$ cat config.mk
export PLATFORM = sky130hd
export DESIGN_NAME = demux_router
export DESIGN_NICKNAME = d
export VERILOG_FILES = /design/src/rtl/demux_router.sv
export SDC_FILE = /design/constraint.sdc
export NUM_CORES = 1
export LEC_CHECK = 0
export CAP_MARGIN = 15
export CORE_UTILIZATION = 57
export DETAILED_ROUTE_END_ITERATION = 6
export GPL_ROUTABILITY_DRIVEN = 0
export GPL_TIMING_DRIVEN = 0
export PLACE_DENSITY = 0.85
export SLEW_MARGIN = 20
export SYNTH_ARGS = -nofsm -noshare
export SYNTH_HDL_FRONTEND = slang
export SYNTH_SLANG_ARGS = --single-unit
$ cat constraint.sdc
create_clock -name clk -period 5.53 [get_ports clk]
set_input_delay 1.106 -clock clk [delete_from_list [all_inputs] [get_ports clk]]
set_output_delay 1.106 -clock clk [all_outputs]
set_load 0.005 [all_outputs]
$ cat src/rtl/demux_router.sv
// -----------------------------------------------------------------------------
// demux_router
//   Stream demultiplexer. It takes one word per cycle from a single producer
//   and routes it to one of four output lanes, chosen by in_sel. Each lane
//   has its own 2-entry FIFO (head/tail registers), so a stalled consumer
//   only blocks words addressed to its own lane.
//
// Ports
//   clk        input   clock, all state updates on the rising edge
//   rst        input   asynchronous, active-low reset
//   in_valid   input   producer offers a word
//   in_ready   output  addressed lane (in_sel) is not full
//   in_data    input   W-bit word payload
//   in_sel     input   2-bit destination lane
//   out_valid  output  bit i: lane i head entry valid
//   out_ready  input   bit i: consumer i takes the head entry
//   out_data   output  lane i head payload on bits [i*W +: W]
//   stat_cnt   output  per-lane saturating 8-bit transfer counters
//                      (only when DEMUX_STATS_EN is defined)
//
// Build option
//   DEMUX_STATS_EN : adds the stat_cnt port and its counters.
// -----------------------------------------------------------------------------
module demux_router #(
  parameter int W = 8
) (
  input  logic           clk,
  input  logic           rst,
  input  logic           in_valid,
  output logic           in_ready,
  input  logic [W-1:0]   in_data,
  input  logic [1:0]     in_sel,
  output logic [3:0]     out_valid,
  input  logic [3:0]     out_ready,
  output logic [4*W-1:0] out_data
`ifdef DEMUX_STATS_EN
  ,
  output logic [31:0]    stat_cnt
`endif
);

  // Lane occupancy encoding
  localparam logic [1:0] EMPTY = 2'd0;
  localparam logic [1:0] ONE   = 2'd1;
  localparam logic [1:0] TWO   = 2'd2;

  logic [1:0]   occ_q  [4];
  logic [1:0]   occ_d  [4];
  logic [W-1:0] head_q [4];
  logic [W-1:0] head_d [4];
  logic [W-1:0] tail_q [4];
  logic [W-1:0] tail_d [4];
  logic [3:0]   push;
  logic [3:0]   pop;

  // Full is taken from registered occupancy only, so a pop in the same cycle
  // never opens the input; this keeps out_ready off the in_ready path.
  assign in_ready = (occ_q[in_sel] != TWO);

  always_comb begin
    for (int i = 0; i < 4; i++) begin
      out_valid[i]       = (occ_q[i] != EMPTY);
      out_data[i*W +: W] = head_q[i];
      push[i]            = in_valid && in_ready && (in_sel == 2'(i));
      pop[i]             = (occ_q[i] != EMPTY) && out_ready[i];
    end
  end

  // Per-lane FIFO next state. When a push and pop coincide in ONE, the new
  // word replaces the departing head directly instead of passing via tail.
  always_comb begin
    for (int i = 0; i < 4; i++) begin
      occ_d[i]  = occ_q[i];
      head_d[i] = head_q[i];
      tail_d[i] = tail_q[i];
      case (occ_q[i])
        EMPTY: begin
          if (push[i]) begin
            occ_d[i]  = ONE;
            head_d[i] = in_data;
          end
        end
        ONE: begin
          if (push[i] && pop[i]) begin
            head_d[i] = in_data;
          end else if (push[i]) begin
            occ_d[i]  = TWO;
            tail_d[i] = in_data;
          end else if (pop[i]) begin
            occ_d[i]  = EMPTY;
          end
        end
        TWO: begin
          if (pop[i]) begin
            occ_d[i]  = ONE;
            head_d[i] = tail_q[i];
          end
        end
        default: occ_d[i] = EMPTY;
      endcase
    end
  end

  always_ff @(posedge clk or negedge rst) begin
    if (!rst) begin
      for (int i = 0; i < 4; i++) begin
        occ_q[i]  <= EMPTY;
        head_q[i] <= '0;
        tail_q[i] <= '0;
      end
    end else begin
      for (int i = 0; i < 4; i++) begin
        occ_q[i]  <= occ_d[i];
        head_q[i] <= head_d[i];
        tail_q[i] <= tail_d[i];
      end
    end
  end

`ifdef DEMUX_STATS_EN
  logic [7:0] cnt_q [4];
  logic [7:0] cnt_d [4];

  // Counters saturate at 255 rather than wrapping.
  always_comb begin
    for (int i = 0; i < 4; i++) begin
      cnt_d[i] = cnt_q[i];
      if (pop[i] && (cnt_q[i] != 8'hFF)) begin
        cnt_d[i] = cnt_q[i] + 8'd1;
      end
    end
  end

  always_ff @(posedge clk or negedge rst) begin
    if (!rst) begin
      for (int i = 0; i < 4; i++) begin
        cnt_q[i] <= '0;
      end
    end else begin
      for (int i = 0; i < 4; i++) begin
        cnt_q[i] <= cnt_d[i];
      end
    end
  end

  assign stat_cnt = {cnt_q[3], cnt_q[2], cnt_q[1], cnt_q[0]};
`endif

endmodule

==> flow_metrics.env, run 1 <==
export IMPL_relSlewSlack_pct=46.1
export IMPL_power_ir_vdd_worst_mv=0.225
export IMPL_worst_path_largest_cell_delay_ns=0.62
export IMPL_resized_cells_post_cts=0
export IMPL_path_common_cell="clkdlybuf4s50_1"
export IMPL_via_count_of_the_first_global_routing_pass=2414
export IMPL_finalClockSkew_ns=0.00515
export IMPL_worst_endpoint_required_ns=4.42
export IMPL_drtIter0Drc=247
export IMPL_number_of_antenna_cells_inserted=0
export IMPL_syn_area_sq_um=3370
export IMPL_r2r_cells=5
export IMPL_timing_critical_path_to="in_ready"
export IMPL_global_route_overflow_total=0
export IMPL_fin_crit_sh_pct=70.1
export IMPL_register_area_sq_um=1800
export IMPL_worst_setup_path_start_kind="input pin"
export IMPL_max_freq_ghz=0.258
export IMPL_cts_root_buffer="clkbuf_8"
export IMPL_p_seq_share_pct=49.3
export IMPL_post_dp_hpwl_mm=4.82
export IMPL_r2r_start="occ_q[3]"
export IMPL_hold_ws_ns=0.499
export IMPL_ant_nets=0
export IMPL_clk_transition_reported_paths_ns=0.07
export IMPL_finalSetupViolCount=0
export IMPL_sum_of_negative_setup_slack_ns=0
export IMPL_port_buffers=53
export IMPL_tritoncts_num_buffers=9
export IMPL_worst_r2r_endpoint="out_data[18]"
export IMPL_maxSlewViolCount=0
export IMPL_most_common_layout_cells="72 x dfrtp_1, 55 x mux2_2, 52 x clkdlybuf4s50_1"
export IMPL_floorplan_die_area_sq_um=6230
export IMPL_initial_cell_density_of_the_core_pct=60.1
export IMPL_finalNetCount=339
export IMPL_run_status="completed"
export IMPL_cp_max_fo=9
export IMPL_internal_power_uw=1110
export IMPL_ctsHtreeMaxLevel=3
export IMPL_cp_class="in2out"
export IMPL_synth_yosys_warnings=0
export IMPL_synthesis_instances=257
export IMPL_synth_ff_latch_count=72
export IMPL_p_sw_share_pct=25.8
export IMPL_core_area_sq_um=5610
export IMPL_critPathLaunch="in_sel[0]"
export IMPL_final_hold_violation_count=0
export IMPL_cts_tree="built"
export IMPL_r2r_setup_slack_ns=3.52
export IMPL_drt_pass1_iterations=5
export IMPL_post_cts_repair_setup_buffers=0
export IMPL_rsz0062_at_grt="no"
export IMPL_insertion_delay_ns=0.34
export IMPL_worstPathArrival_ns=2.77
export IMPL_clock_share_of_power_pct=25.5
export IMPL_syn_nets=274
export IMPL_clock_sinks=72
export IMPL_drive_above_1_share_pct=30.3
export IMPL_crit_path_cell_chain="clkdlybuf4s50_1, mux4_1, clkdlybuf4s50_1"
export IMPL_vias_per_std_cell=5.96
export IMPL_post_dp_cell_area_sq_um=4010
export IMPL_antenna_found_initial=0
export IMPL_wire_per_inst_um=17.7
export IMPL_critical_path_top_delay_cell="clkdlybuf4s50_1"
export IMPL_power_per_cell_area_nw_per_um2=358
export IMPL_combinationalPowerShare_pct=25.1
export IMPL_timing_critical_path_to_type="primary output"
export IMPL_die_height_um=78.9
export IMPL_fp_dieW_um=78.9
export IMPL_grt_pass1_wl_mm=12.0
export IMPL_ctsHoldBuffers=0
export IMPL_net_switching_power_uw=387
export IMPL_globalRouteTotalUtil_pct=25.6
export IMPL_clock_tree_buffer_depth=2
export IMPL_synth_seq_area_share_pct=53.5
export IMPL_p_leak_uw=0.00182
export IMPL_layout_commonest_cell="dfrtp_1"
export IMPL_drt_wl_total_mm=7.05
export IMPL_num_vias=2378
export IMPL_finalCoreUtilization_pct=74.8
export IMPL_timing_max_cap_violations=0
export IMPL_final_area_sq_um=4190
export IMPL_synth_distinct_cells=33
export IMPL_worst_pin_slew_ns=0.804
export IMPL_num_rows=27
export IMPL_io_pin_count=54
export IMPL_drc=0
export IMPL_areaGrowthSynthToFinish_pct=24.4
export IMPL_finalWorstPathRequiredPeriod_ns=3.88
export IMPL_multi_input_comb_area_sq_um=1460
export IMPL_timing_hold_worst_class="reg2reg"
export IMPL_grt_max_degree=40
export IMPL_final_fill_count=394
export IMPL_synth_avg_cell_area_sq_um=13.1
==> synthesized netlist by cell type <==
library cell	number	area share [%]
a31oi_1	8	1.5
nand3b_1	6	1.3
buf_1	1	0.11
clkbuf_1	7	0.78
o31ai_2	1	0.37
mux2_2	55	18
or3b_1	2	0.52
o21a_1	2	0.45
nand2b_4	1	0.41
a21oi_1	20	3.0
o22ai_1	2	0.37
o31ai_4	1	0.63
mux2i_1	3	0.89
nand2b_1	5	0.93
nor4bb_1	1	0.30
mux2_1	1	0.33
mux2_4	8	3.6
buf_2	6	0.89
nand2_1	6	0.67
a21o_1	2	0.45
nand4bb_1	1	0.33
o32ai_1	16	4.2
buf_6	2	0.67
or3b_2	3	0.78
nor2b_1	6	1.1
or2_2	4	0.74
o21ai_0	3	0.45
and4bb_2	1	0.37
or4b_1	1	0.30
mux4_1	1	0.78
dfrtp_1	72	53
nand3_1	1	0.15
inv_1	8	0.89
==> layout make-up <==
type	count	share of cell area, %
tap	72	2.15
sequential	72	43.0
buffer	16	1.97
clock inverter	3	0.358
multi-input combinational	161	34.7
clock buffer	13	4.03
inverter	8	0.716
timing repair buffer	54	13.1
==> metal layers <==
layer | routed length (um) | global-route usage [%] | vias up
met2 | 3500 | 40.8 | 60
met3 | 255 | 4.25 | 11
met4 | 125 | 12.0 | 0
li1 | - | - | 1098
met5 | 0 | 0 | -
met1 | 3180 | 34.5 | 1209
==> metrics by stage <==
| step | cells | power, uW | setup slack (ns) |
|---|---|---|---|
| floorplan | 257 | 910 | 2.78 |
| global placement | 382 | 1100 | 0.943 |
| detailed placement | 383 | 1130 | 1.65 |
| CTS | 399 | 1510 | 1.66 |
| global route | 399 | 1580 | 1.60 |
| finish | 399 | 1500 | 1.65 |
==> sequential cells by signal, indices dropped and copies added, names as in the netlist <==
register	flops
out_data	32
tail_q	32
occ_q	8
==> power groups by stage <==
stage               sequential [uW]  clock, uW  combinational [uW]
finish                          740        383                 377
global route                    755        412                 411
CTS                             737        390                 382
detailed placement              745          0                 381
global placement                737          0                 366
floorplan                       735          0                 175
==> worst max-delay path: cells and delay by family <==
| family | cells | cell delay (ns) |
|---|---|---|
| buffers and inverters | 2 | 1.07 |
| muxes | 1 | 0.58 |
==> how the worst min path moves through the flow <==
stage	startpoint	endpoint	cells after the start
3_5_place_dp	tail_q[14]	tail_q[14]	1
6_report	tail_q[14]	tail_q[14]	1
2_1_floorplan	tail_q[14]	tail_q[14]	1
4_1_cts	tail_q[14]	tail_q[14]	1
5_1_grt	tail_q[1]	tail_q[1]	1
3_3_place_gp	tail_q[14]	tail_q[14]	1
==> kinds of logic after synthesis <==
family | count (synthesis) | share of synthesized area [%]
buf+inv | 24 | 3.34
compound gates | 55 | 11.3
mux | 68 | 23.9
simple gates | 38 | 7.94
flops | 72 | 53.5
Note: power is estimated with default switching activity, not from simulation.
==> inputs of run 2 (changes only) <==
CORE_UTILIZATION = 48   (was 57)
PLACE_DENSITY = 0.77   (was 0.85)
clock period = 3.3 ns   (was 5.53 ns; I/O delays follow)
==> flow_metrics.env, run 2 (synthesized netlist as in run 1, its figures left out) <==
export IMPL_ctsHtreeMaxLevel=3
export IMPL_finalNetCount=339
export IMPL_ant_nets=0
export IMPL_run_status="finished, violations left"
export IMPL_rsz0062_at_grt="no"
export IMPL_clk_transition_reported_paths_ns=0.07
export IMPL_cp_max_fo=9
export IMPL_finalClockSkew_ns=0.00603
export IMPL_dpl_cell_count=407
export IMPL_crit_path_cell_chain="clkdlybuf4s50_1, mux4_1, clkdlybuf4s50_1"
export IMPL_finalSetupViolCount=0
export IMPL_layout_commonest_cell="dfrtp_1"
export IMPL_ctsHoldBuffers=0
export IMPL_num_rows=30
export IMPL_cts_root_buffer="clkbuf_8"
export IMPL_core_area_sq_um=6790
export IMPL_final_fill_count=567
export IMPL_r2r_setup_slack_ns=1.37
export IMPL_die_height_um=85.8
export IMPL_path_common_cell="clkdlybuf4s50_1"
export IMPL_cp_class="in2out"
export IMPL_p_leak_uw=0.00181
export IMPL_worst_path_largest_cell_delay_ns=0.63
export IMPL_r2r_cells=5
export IMPL_grt_pass1_wl_mm=11.4
export IMPL_drtIter0Drc=109
export IMPL_critical_path_top_delay_cell="clkdlybuf4s50_1"
export IMPL_max_freq_ghz=0.335
export IMPL_power_per_cell_area_nw_per_um2=585
export IMPL_port_buffers=53
export IMPL_worst_setup_path_start_kind="input pin"
export IMPL_maxSlewViolCount=0
export IMPL_power_ir_vdd_worst_mv=0.309
export IMPL_io_pin_count=54
export IMPL_resized_cells_post_cts=0
export IMPL_clock_tree_buffer_depth=2
export IMPL_crit_cells=3
export IMPL_finalWorstPathRequiredPeriod_ns=2.99
export IMPL_globalRouteTotalUtil_pct=20.5
export IMPL_failed_checks="design-rule violations"
export IMPL_critPathTopFamily="buffers and inverters"
export IMPL_hold_ws_ns=0.192
export IMPL_worst_pin_slew_ns=0.770
export IMPL_antenna_found_initial=0
export IMPL_worstPathArrival_ns=2.33
export IMPL_worst_endpoint_required_ns=2.64
export IMPL_relSlewSlack_pct=48.4
export IMPL_fin_crit_sh_pct=90.6
export IMPL_drc=1
export IMPL_drt_pass1_iterations=6
export IMPL_multi_input_comb_area_sq_um=1460
export IMPL_wire_per_inst_um=16.5
export IMPL_drive_above_1_share_pct=30.2
export IMPL_worstPathBufferInverterCount=2
export IMPL_final_hold_violation_count=0
export IMPL_insertion_delay_ns=0.34
export IMPL_areaGrowthSynthToFinish_pct=24.8
export IMPL_timing_max_cap_violations=0
export IMPL_tritoncts_num_buffers=9
export IMPL_register_area_sq_um=1800
export IMPL_initial_cell_density_of_the_core_pct=49.6
export IMPL_vias_per_std_cell=5.56
export IMPL_num_vias=2341
export IMPL_fp_dieW_um=85.8
export IMPL_finalCoreUtilization_pct=61.9
export IMPL_clock_sinks=72
export IMPL_post_cts_repair_setup_buffers=0
export IMPL_timing_hold_worst_class="in2async"
export IMPL_number_of_antenna_cells_inserted=0
export IMPL_floorplan_die_area_sq_um=7360
export IMPL_global_route_overflow_total=0
export IMPL_most_common_layout_cells="72 x dfrtp_1, 55 x mux2_2, 52 x clkdlybuf4s50_1"
export IMPL_instances_no_fill=421
export IMPL_cts_tree="built"
export IMPL_post_dp_hpwl_mm=4.67
export IMPL_via_count_of_the_first_global_routing_pass=2251
export IMPL_timing_critical_path_to_type="primary output"
export IMPL_grt_max_degree=55
export IMPL_drt_wl_total_mm=6.94
==> run 2: changes by cell type in the layout (fill, tap and decap cells not counted), sizes merged <==
| cell | change |
|---|---|
| clkbuf | -3 |
| clkinvlp | +1 |
==> run 2: worst paths after layout <==
kind	start	to
worst max register to register	occ_q[3]	out_data[17]
worst max-delay path	in_sel[0]	in_ready
max in group asynchronous	rst	out_data[28]
min in group clk	tail_q[4]	tail_q[4]
worst min register to register	tail_q[4]	tail_q[4]
worst min-delay path	rst	out_data[1]
==> run 2: where the power goes <==
part	internal [uW]	switching, uW	total (uW)
sequential	1110	124	1230
combinational	425	206	631
clock	281	314	595
==> run 2: area by class of cell <==
cell class / instances / area share, %
repair buffers: 54 / 13.2
multi-input cells: 161 / 34.6
flip-flops and latches: 72 / 42.8
plain buffers: 16 / 1.96
inverters: 8 / 0.714
clock inverters: 4 / 0.535
clock buffers: 10 / 3.27
well taps: 96 / 2.86
==> run 2: stage by stage <==
stage               setup slack [ns]  total power [uW]  cell area [sq um]  TNS (ns)
floorplan                       1.30              1520               3370         0
global placement              -0.841              1850               4020    -60.30
detailed placement             0.316              1880               4050         0
CTS                            0.312              2480               4210         0
global route                   0.252              2600               4210         0
finish                         0.312              2460               4210         0
==> run 2: per-layer routing <==
metal / global-route usage (%) / up-vias / wire [um]
li1: - / 1084 / -
met3: 3.56 / 15 / 233
met4: 10.2 / 0 / 190
met1: 28.9 / 1182 / 3340
met2: 30.7 / 60 / 3180
met5: 0 / - / 0
